**config.mk**
```make
export PLATFORM = sky130hd
export DESIGN_NAME = pairwise_gates_seq_ctrl
export DESIGN_NICKNAME = d
export VERILOG_FILES = /design/src/rtl/pairwise_seq_pkg.sv /design/src/rtl/pairwise_gates_chunk.sv /design/src/rtl/pairwise_gates_seq_ctrl.sv
export SDC_FILE = /design/constraint.sdc
export NUM_CORES = 1
export LEC_CHECK = 0
export ABC_CLOCK_PERIOD_IN_PS = 2500
export BUFFER_PORTS_ARGS = -buffer_cell sky130_fd_sc_hd__buf_2
export CORE_UTILIZATION = 40
export DETAILED_ROUTE_END_ITERATION = 8
export PLACE_DENSITY = 0.71
export SETUP_SLACK_MARGIN = 0.15
export SLEW_MARGIN = 20
export SYNTH_ARGS = -nofsm -noshare
export SYNTH_HDL_FRONTEND = slang
export SYNTH_HIERARCHICAL = 1
export SYNTH_SLANG_ARGS = --single-unit
```
**constraint.sdc**
```tcl
create_clock -name clk -period 2.5 [get_ports clk]
set_input_delay 0 -clock clk [delete_from_list [all_inputs] [get_ports clk]]
set_output_delay 0 -clock clk [all_outputs]
set_load 0.005 [all_outputs]
```
**src/rtl/pairwise_seq_pkg.sv**
```systemverilog
// Shared types and helpers for the pairwise-gate sequencer.
// Optional feature macro: PAIRWISE_SEQ_OVERLAP_EN (see pairwise_gates_seq_ctrl).
package pairwise_seq_pkg;

    typedef enum logic [1:0] {
        IDLE,
        CALC,
        DONE
    } state_t;

    // Number of CHUNK-wide slices needed to cover the NBITS-1 output bits
    function automatic int nchunks(input int nbits, input int chunk);
        return (nbits - 1 + chunk - 1) / chunk;
    endfunction

    // Chunk counter width, never narrower than one bit
    function automatic int idx_width(input int n);
        return (n > 1) ? $clog2(n) : 1;
    endfunction

endpackage

```
**src/rtl/pairwise_gates_chunk.sv**
```systemverilog
// One CHUNK-wide slice of the pairwise AND/OR/XNOR datapath.
// Purely combinational; CHUNK+1 input bits give CHUNK result bits.
module pairwise_gates_chunk
    import pairwise_seq_pkg::*;
#(
    parameter int CHUNK = 20
) (
    input  logic [CHUNK:0]   in_,
    output logic [CHUNK-1:0] out_and,
    output logic [CHUNK-1:0] out_or,
    output logic [CHUNK-1:0] out_xnor
);

    assign out_and  = in_[CHUNK-1:0] & in_[CHUNK:1];
    assign out_or   = in_[CHUNK-1:0] | in_[CHUNK:1];
    assign out_xnor = ~(in_[CHUNK-1:0] ^ in_[CHUNK:1]);

endmodule

```
**src/rtl/pairwise_gates_seq_ctrl.sv**
```systemverilog
// Sequencer sweeping a wide vector through one CHUNK-wide pairwise-gate slice.
// Macro PAIRWISE_SEQ_OVERLAP_EN lets DONE hand off and accept in one cycle.
module pairwise_gates_seq_ctrl
    import pairwise_seq_pkg::*;
#(
    parameter int NBITS = 100,
    parameter int CHUNK = 20
) (
    input  logic             clk,
    input  logic             reset,
    input  logic             in_val,
    output logic             in_rdy,
    input  logic [NBITS-1:0] in_,
    output logic             out_val,
    input  logic             out_rdy,
    output logic [NBITS-2:0] out_and,
    output logic [NBITS-2:0] out_or,
    output logic [NBITS-2:0] out_xnor,
    output logic             busy
);

    localparam int NCHUNKS = nchunks(NBITS, CHUNK);
    localparam int IDXW    = idx_width(NCHUNKS);
    localparam int PADW    = NCHUNKS * CHUNK + 1;
    localparam int ONBITS  = NBITS - 1;

    state_t state;
    state_t next_state;

    logic [IDXW-1:0]   chunk_idx;
    logic [NBITS-1:0]  in_reg;
    logic [PADW-1:0]   in_pad;
    logic [CHUNK:0]    slice;
    logic [CHUNK-1:0]  sl_and;
    logic [CHUNK-1:0]  sl_or;
    logic [CHUNK-1:0]  sl_xnor;
    logic [ONBITS-1:0] and_d;
    logic [ONBITS-1:0] or_d;
    logic [ONBITS-1:0] xnor_d;
    logic              accept;
    logic              last_chunk;

    // Zero padding lets the partial last chunk read past the top bit
    assign in_pad     = PADW'(in_reg);
    assign last_chunk = (chunk_idx == IDXW'(NCHUNKS - 1));
    assign out_val    = (state == DONE);
    assign busy       = (state == CALC);

    // Select the CHUNK+1 input bits feeding the current chunk
    always_comb begin
        slice = '0;
        for (int k = 0; k < NCHUNKS; k++) begin
            if (chunk_idx == IDXW'(k)) begin
                slice = in_pad[k*CHUNK +: CHUNK+1];
            end
        end
    end

    pairwise_gates_chunk #(
        .CHUNK(CHUNK)
    ) u_chunk (
        .in_      (slice),
        .out_and  (sl_and),
        .out_or   (sl_or),
        .out_xnor (sl_xnor)
    );

    // Merge the slice result into the in-range bits of the active chunk
    always_comb begin
        and_d  = out_and;
        or_d   = out_or;
        xnor_d = out_xnor;
        for (int i = 0; i < ONBITS; i++) begin
            if (state == CALC && chunk_idx == IDXW'(i / CHUNK)) begin
                and_d[i]  = sl_and[i % CHUNK];
                or_d[i]   = sl_or[i % CHUNK];
                xnor_d[i] = sl_xnor[i % CHUNK];
            end
        end
    end

    // Handshake and next-state decode
    always_comb begin
        next_state = state;
        in_rdy     = 1'b0;
        unique case (state)
            IDLE: in_rdy = ~reset;
            CALC: in_rdy = 1'b0;
`ifdef PAIRWISE_SEQ_OVERLAP_EN
            DONE: in_rdy = out_rdy & ~reset;
`else
            DONE: in_rdy = 1'b0;
`endif
            default: in_rdy = 1'b0;
        endcase
        accept = in_val & in_rdy;
        unique case (state)
            IDLE: if (accept) next_state = CALC;
            CALC: if (last_chunk) next_state = DONE;
            DONE: if (out_rdy) next_state = accept ? CALC : IDLE;
            default: next_state = IDLE;
        endcase
    end

    // State, counter, captured input and result registers
    always_ff @(posedge clk) begin
        if (reset) begin
            state     <= IDLE;
            chunk_idx <= '0;
            in_reg    <= '0;
            out_and   <= '0;
            out_or    <= '0;
            out_xnor  <= '0;
        end else begin
            state    <= next_state;
            out_and  <= and_d;
            out_or   <= or_d;
            out_xnor <= xnor_d;
            if (accept) begin
                in_reg    <= in_;
                chunk_idx <= '0;
            end else if (state == CALC) begin
                chunk_idx <= chunk_idx + 1'b1;
            end
        end
    end

endmodule

```
* After elaboration in Yosys (flattened, before gate mapping) *
Cells that the tools add are included.

word-level totals
  register bits after elaboration = 402
  input port bits = 104
  output and inout bits = 300
  word-level logic and storage cells = 54

operators by class
  $add $sub $neg = 1
  equality and inequality tests = 9
  muxes and demuxes = 11
  bitwise logic cells = 6
  reductions and logical operators = 9

operator list
  operator                                               count
  2-to-1 mux 21 bit                                      5
  bitwise AND 20 bit                                     1
  inverter 20 bit                                        1
  bitwise OR 20 bit                                      1
  bitwise XOR 20 bit                                     1
  equality test 3 x 2 -> 1 bit, second input constant    2
  2-to-1 mux 2 bit                                       3
  case mux 2 bit (3 select lines)                        1
  logical AND 1 bit                                      5
  inequality test 2 x 1 -> 1 bit, second input constant  2
  adder 3 x 1 -> 3 bit, second input constant            1
  equality test 3 x 1 -> 1 bit, second input constant    1
  equality test 3 bit, second input constant             1
  zero test 3 bit                                        1
  AND reduction 3 bit                                    1
  equality test 2 x 1 -> 1 bit, second input constant    1
  equality test 2 bit, second input constant             1
  zero test 2 bit                                        1
  2-to-1 mux 1 bit                                       2
  inequality test 2 bit, second input constant           1
  OR reduction 2 bit                                     1
  bitwise AND 1 bit                                      1
  inverter 1 bit                                         1

* Depth between registers and ports, before layout *
  word-level depth = 8
  mapped depth = 11
  depth with buffers taken out = 10

* By module *
Netlist, hierarchy kept.

by module, submodules not included
  module                   instances  cells each  area an instance (µm²)  seq. area each (µm²)
  pairwise_gates_seq_ctrl  1          1888        15038.2                 8047.7
  pairwise_gates_chunk     1          101         729.4                   0.0

* Worst setup path after synthesis *
No wires, ideal clock.

  kind = register to register
  start point = register chunk_idx[2]
  end point = register out_xnor[11]
  library setup time = 0.070 ns
  arrival time = 2.408 ns
  data required time = 2.430 ns
  slack = 0.021 ns
  cell stages (with the launch flop) = 12
  path buffers = 2
  period minus slack after synthesis = 2.479 ns
  path through = dfxtp_1 > buf_2 > inv_1 > ha_1 > or2_2 > clkbuf_1 > o311ai_0 > inv_1 > ha_1 > inv_1 > nand2_1 > a21oi_1

between the ends
  cells in the longest elaborated chain, start to end = 8
  elaborated cells on any way between the ends = 13
  classes of those cells = 4 x eq/ne; 5 x mux; 2 x bitwise; 2 x reduce/logical

RTL lines
  what                             RTL line                        RTL
  from (decl)                      pairwise_gates_seq_ctrl.sv:30   logic [IDXW-1:0] chunk_idx;
  from (signal assigned)           pairwise_gates_seq_ctrl.sv:123  chunk_idx <= chunk_idx + 1'b1;
  zero test 3 bit                  pairwise_gates_seq_ctrl.sv:53   if (chunk_idx == IDXW'(k)) begin
  2-to-1 mux 21 bit (4 in series)  pairwise_gates_seq_ctrl.sv:53
  2-to-1 mux 21 bit (*)            pairwise_gates_seq_ctrl.sv:53
  via slice[11]                    pairwise_gates_seq_ctrl.sv:33   logic [CHUNK:0] slice;
  bitwise XOR 20 bit (*)           pairwise_gates_chunk.sv:16      assign out_xnor = ~(in_[CHUNK-1:0] ^ in_[CHUNK:1]);
  inverter 20 bit (*)              pairwise_gates_chunk.sv:16
  via sl_xnor[11]                  pairwise_gates_seq_ctrl.sv:36   logic [CHUNK-1:0] sl_xnor;
  to (signal assigned)             pairwise_gates_seq_ctrl.sv:118  out_xnor <= xnor_d;
  to (decl)                        pairwise_gates_seq_ctrl.sv:18   output logic [NBITS-2:0] out_xnor,

The timed path passes the listed nets; every way through them passes the cells marked *.
A chain may end at the register's enable or synchronous reset.

* Worst setup path after layout *
  start point = register chunk_idx[0]
  end point = register out_xnor[37]

Same word-level chain as after synthesis.

==> impl_metrics.csv <==
group,metric,value,unit
setup_path,crit_top_cell,"ha_4",
synthesis,netlist_area,15800,um^2
place,dp_worst_setup_slack,-0.406,ns
pwr,irDropWorstVdd,0.416,mV
finish,area.growth.synth_to_final,41.2,%
die,core.rowCount,72,
setup_path,required,2.90,ns
worst_hold_path,hold-path-endpoint,"in_reg[87]",
global_route,number_of_global_route_vias_before_repair,14700,
setup_path,worstReg2RegStart,"chunk_idx[0]",
job,max-cap-violations,0,
synthesis,synth-seq-area-share,51.0,%
detailed_routing,detail-route-antenna-nets,0,
setup_path,timing.rr.end,"out_xnor[37]",
pwr,power.density_cell_area,724,nW/um^2
setup_path,timing.critical_path.arrival,2.80,ns
place,gp_congestion,0.863,
clock_network,worst_skew_pair.late_latency,0.57,ns
pwr,share_comb_of_total_power,17.4,%
clock_network,cts_sinks,402,
timing,final_setup_violation_count,0,
pwr,power_switching_share,27.8,%
finish,final_core_util,57.5,%
finish,insertedDiodeCount,0,
clock_network,clock-root-buffer,"clkbuf_16",
worst_hold_path,min_path_cells,4,
detailed_routing,vias_per_cell,5.19,
timing,slew_headroom,12.2,%
global_route,grt_overflow_total,0,
die,die_h,201,um
clock_network,clock_path_buffers,3,
finish,layout-drive-gt1-share,30.0,%
synthesis,synthesis.yosys.warnings,6,
pwr,power.leakage,9.00,nW
timing,finalClockSkew,0.0157,ns
timing,grt_setup_unrepaired,"yes",
detailed_routing,vias,15700,
pwr,seq_power_share,42.4,%
synthesis,postSynthNetCount,2138,
synthesis,yosys.cell_types.count,32,
synthesis,yosys.cell_count.top_type,"nand2_1",
setup_path,cp_max_fo,6,
clock_network,clock_tree_from_tritoncts,"yes",
finish,post-route-cell-area,22300,um^2
synthesis,syn-instance-count,1989,
pwr,internal_power_contribution,11.6,mW
die,design.core.area,38700,um^2
detailed_routing,drt_iter0_markers,1102,
finish,n_fill_cell,3338,
place,detailed_placement_wirelength_estimate,37.0,mm
synthesis,synthArstFlopShare,0,%
setup_path,ff2ff_path_depth,11,
detailed_routing,firstDrtPassIters,5,
clock_network,cts_buffers,43,
worst_hold_path,worst_hold_start,"in_[87]",
clock_network,clkTransAtPathRegs,0.06,ns
timing,period_minus_slack,2.40,ns
detailed_routing,drc_errors,0,
clock_network,htree_levels,2,
setup_path,path_delay_family,"adder cells",
timing,setup_slack,0.104,ns
finish,largest_register_ff_count,100,
finish,nets,2616,
setup_path,critical_path_cell_by_cell,"ha_4 -> ha_4 -> or2_4 -> buf_12 -> o311ai_4 -> buf_6 -> inv_1 -> ha_4 -> inv_4 -> nand2_1 -> a21oi_2",
die,starting_density_of_the_core,40.7,%
pwr,totalPowerFinal,16.1,mW
synthesis,synth_edf_count,0,
global_route,number_of_antenna_violations_at_the_first_check_in_global_routing,0,
synthesis,synth.ff_latch_count,402,
timing,hold_viol,0,
global_route,maximum_number_of_pins_on_one_net_before_global_route_repair,235,
synthesis,synth_area_leader,"dfxtp_1",
setup_path,path_class,"register to register",
timing,tightest_slew,1.32,ns
synthesis,synth_top_cells_by_count,"715 x nand2_1, 402 x dfxtp_1, 298 x a21oi_1",
setup_path,startpoint_type,"register",
worst_hold_path,min_path_type,"primary input to register",
timing,final.period_utilization,95.8,%
die,die-area,40200,um^2
setup_path,worstPathBufferInverterCount,4,
synthesis,syn_area_per_cell,7.93,um^2
global_route,grt_pass1_wl,87.6,mm
place,detailed_place.area,18500,um^2
pwr,p_clk_share,40.2,%
synthesis,synth_flop_cell,"dfxtp_1",
timing,fmaxAchievable,417,MHz
setup_path,cp_slowest_stage_delay,0.38,ns
die,num_io_pins,404,
place,placement.io_buffers,403,
setup_path,worstSetupEndpointType,"register",
setup_path,cp_slowest_cell,"dfxtp_4",
die,die_w,201,um
synthesis,yosysTopAreaCellShare,51.0,%
pwr,power.net_switching,4.48,mW
detailed_routing,routed_wire_length_per_instance,19.3,um
global_route,global_route.usage.total,28.0,%
timing,report.final.slew_viol_count,0,
setup_path,ff2ff_setup_slack,0.10,ns
detailed_routing,wirelength,58.3,mm
outcome,run_status,"finished clean",
synthesis,synth_area_leaders,"dfxtp_1 51%, nand2_1 17%, a21oi_1 9.5%",
[worst max path at each step]
stage / from / to / slack, ns / cells past startpoint
3_5_place_dp: chunk_idx[0] / out_xnor[40] / -0.41 / 11
3_3_place_gp: chunk_idx[0] / out_xnor[40] / -0.35 / 11
5_1_grt: chunk_idx[1] / out_xnor[6] / 0.04 / 10
4_1_cts: chunk_idx[1] / out_xnor[24] / 0.09 / 12
6_report: chunk_idx[0] / out_xnor[37] / 0.10 / 11
2_1_floorplan: chunk_idx[2] / out_xnor[10] / 0.15 / 11
[stage by stage]
| stage | TNS [ns] | cells | hold WS (ns) |
|---|---|---|---|
| after floorplan | 0 | 1989 | 0.109 |
| after global placement | -19.90 | 2816 | 0.195 |
| after detailed placement | -35.37 | 2816 | 0.198 |
| after CTS | 0 | 3013 | 0.134 |
| after global routing | 0 | 3016 | 0.185 |
| final | 0 | 3016 | 0.176 |
[repair_timing]
action / in CTS / in global routing
resized for setup: 119 / 148
pin swaps: 22 / 24
hold buffers: 110 / 0
gates cloned: 3 / 0
endpoints found under the hold margin: 102 / 0
setup buffers: 8 / 3
endpoints found under the setup margin: 296 / 293
[cell families after synthesis]
family                   synth area share [%]
AND/OR/NAND/NOR                          23.7
AO/OA/AOI/OAI                            15.1
flip-flops                               51.0
buffers and inverters                    6.51
adder cells (fa/ha/maj)                  3.57
XOR/XNOR                               0.0556
multiplexers                           0.0635
[cell usage in the layout, fill, tap and decap left out, drive strengths merged, types with 6 or more instances in the layout]
master       Yosys  layout
clkinvlp         0       6
ha              45      45
a221oi          21      21
nand3           21      21
dlygate4sd3      0     110
buf             68     477
dfxtp          402     402
o21ai          100     100
nor2b           24      24
nand2b         101     101
nand2          715     715
o311ai          20      20
inv             64      65
clkinv           0       7
a21oi          298     298
clkbuf          87      58
[power groups by stage]
stage	sequential (mW)	combinational, mW	clock [mW]
2_1_floorplan	6.92	1.09	0
3_3_place_gp	6.94	1.99	0
3_5_place_dp	6.96	2.01	0
4_1_cts	6.83	2.45	6.58
5_1_grt	6.86	2.97	6.84
6_report	6.83	2.79	6.48
[worst min-delay path, delay by kind of cell]
kind	cells	cell delay, ns
buf+inv	2	0.60
compound gates	1	0.06
simple gates	1	0.04
[final cells by class]
class | instances | area (um^2) | area share [%]
well taps | 518 | 648 | 2.91
clock buffers | 58 | 1210 | 5.45
clock inverters | 18 | 215 | 0.967
repair buffers | 588 | 3980 | 17.9
flip-flops and latches | 402 | 8060 | 36.2
inverters | 64 | 313 | 1.41
multi-input cells | 1368 | 7830 | 35.2
[layer usage]
metal	global-route usage [%]	wire length, um	up-vias	share of wire [%]
met2	45.1	26900	705	46
met1	36.0	24200	7432	41
li1	-	-	7396	-
met4	13.6	2670	0	4.6
met5	0	0	-	0
met3	5.16	4510	135	7.7
Note: power is estimated with default switching activity, not from simulation.
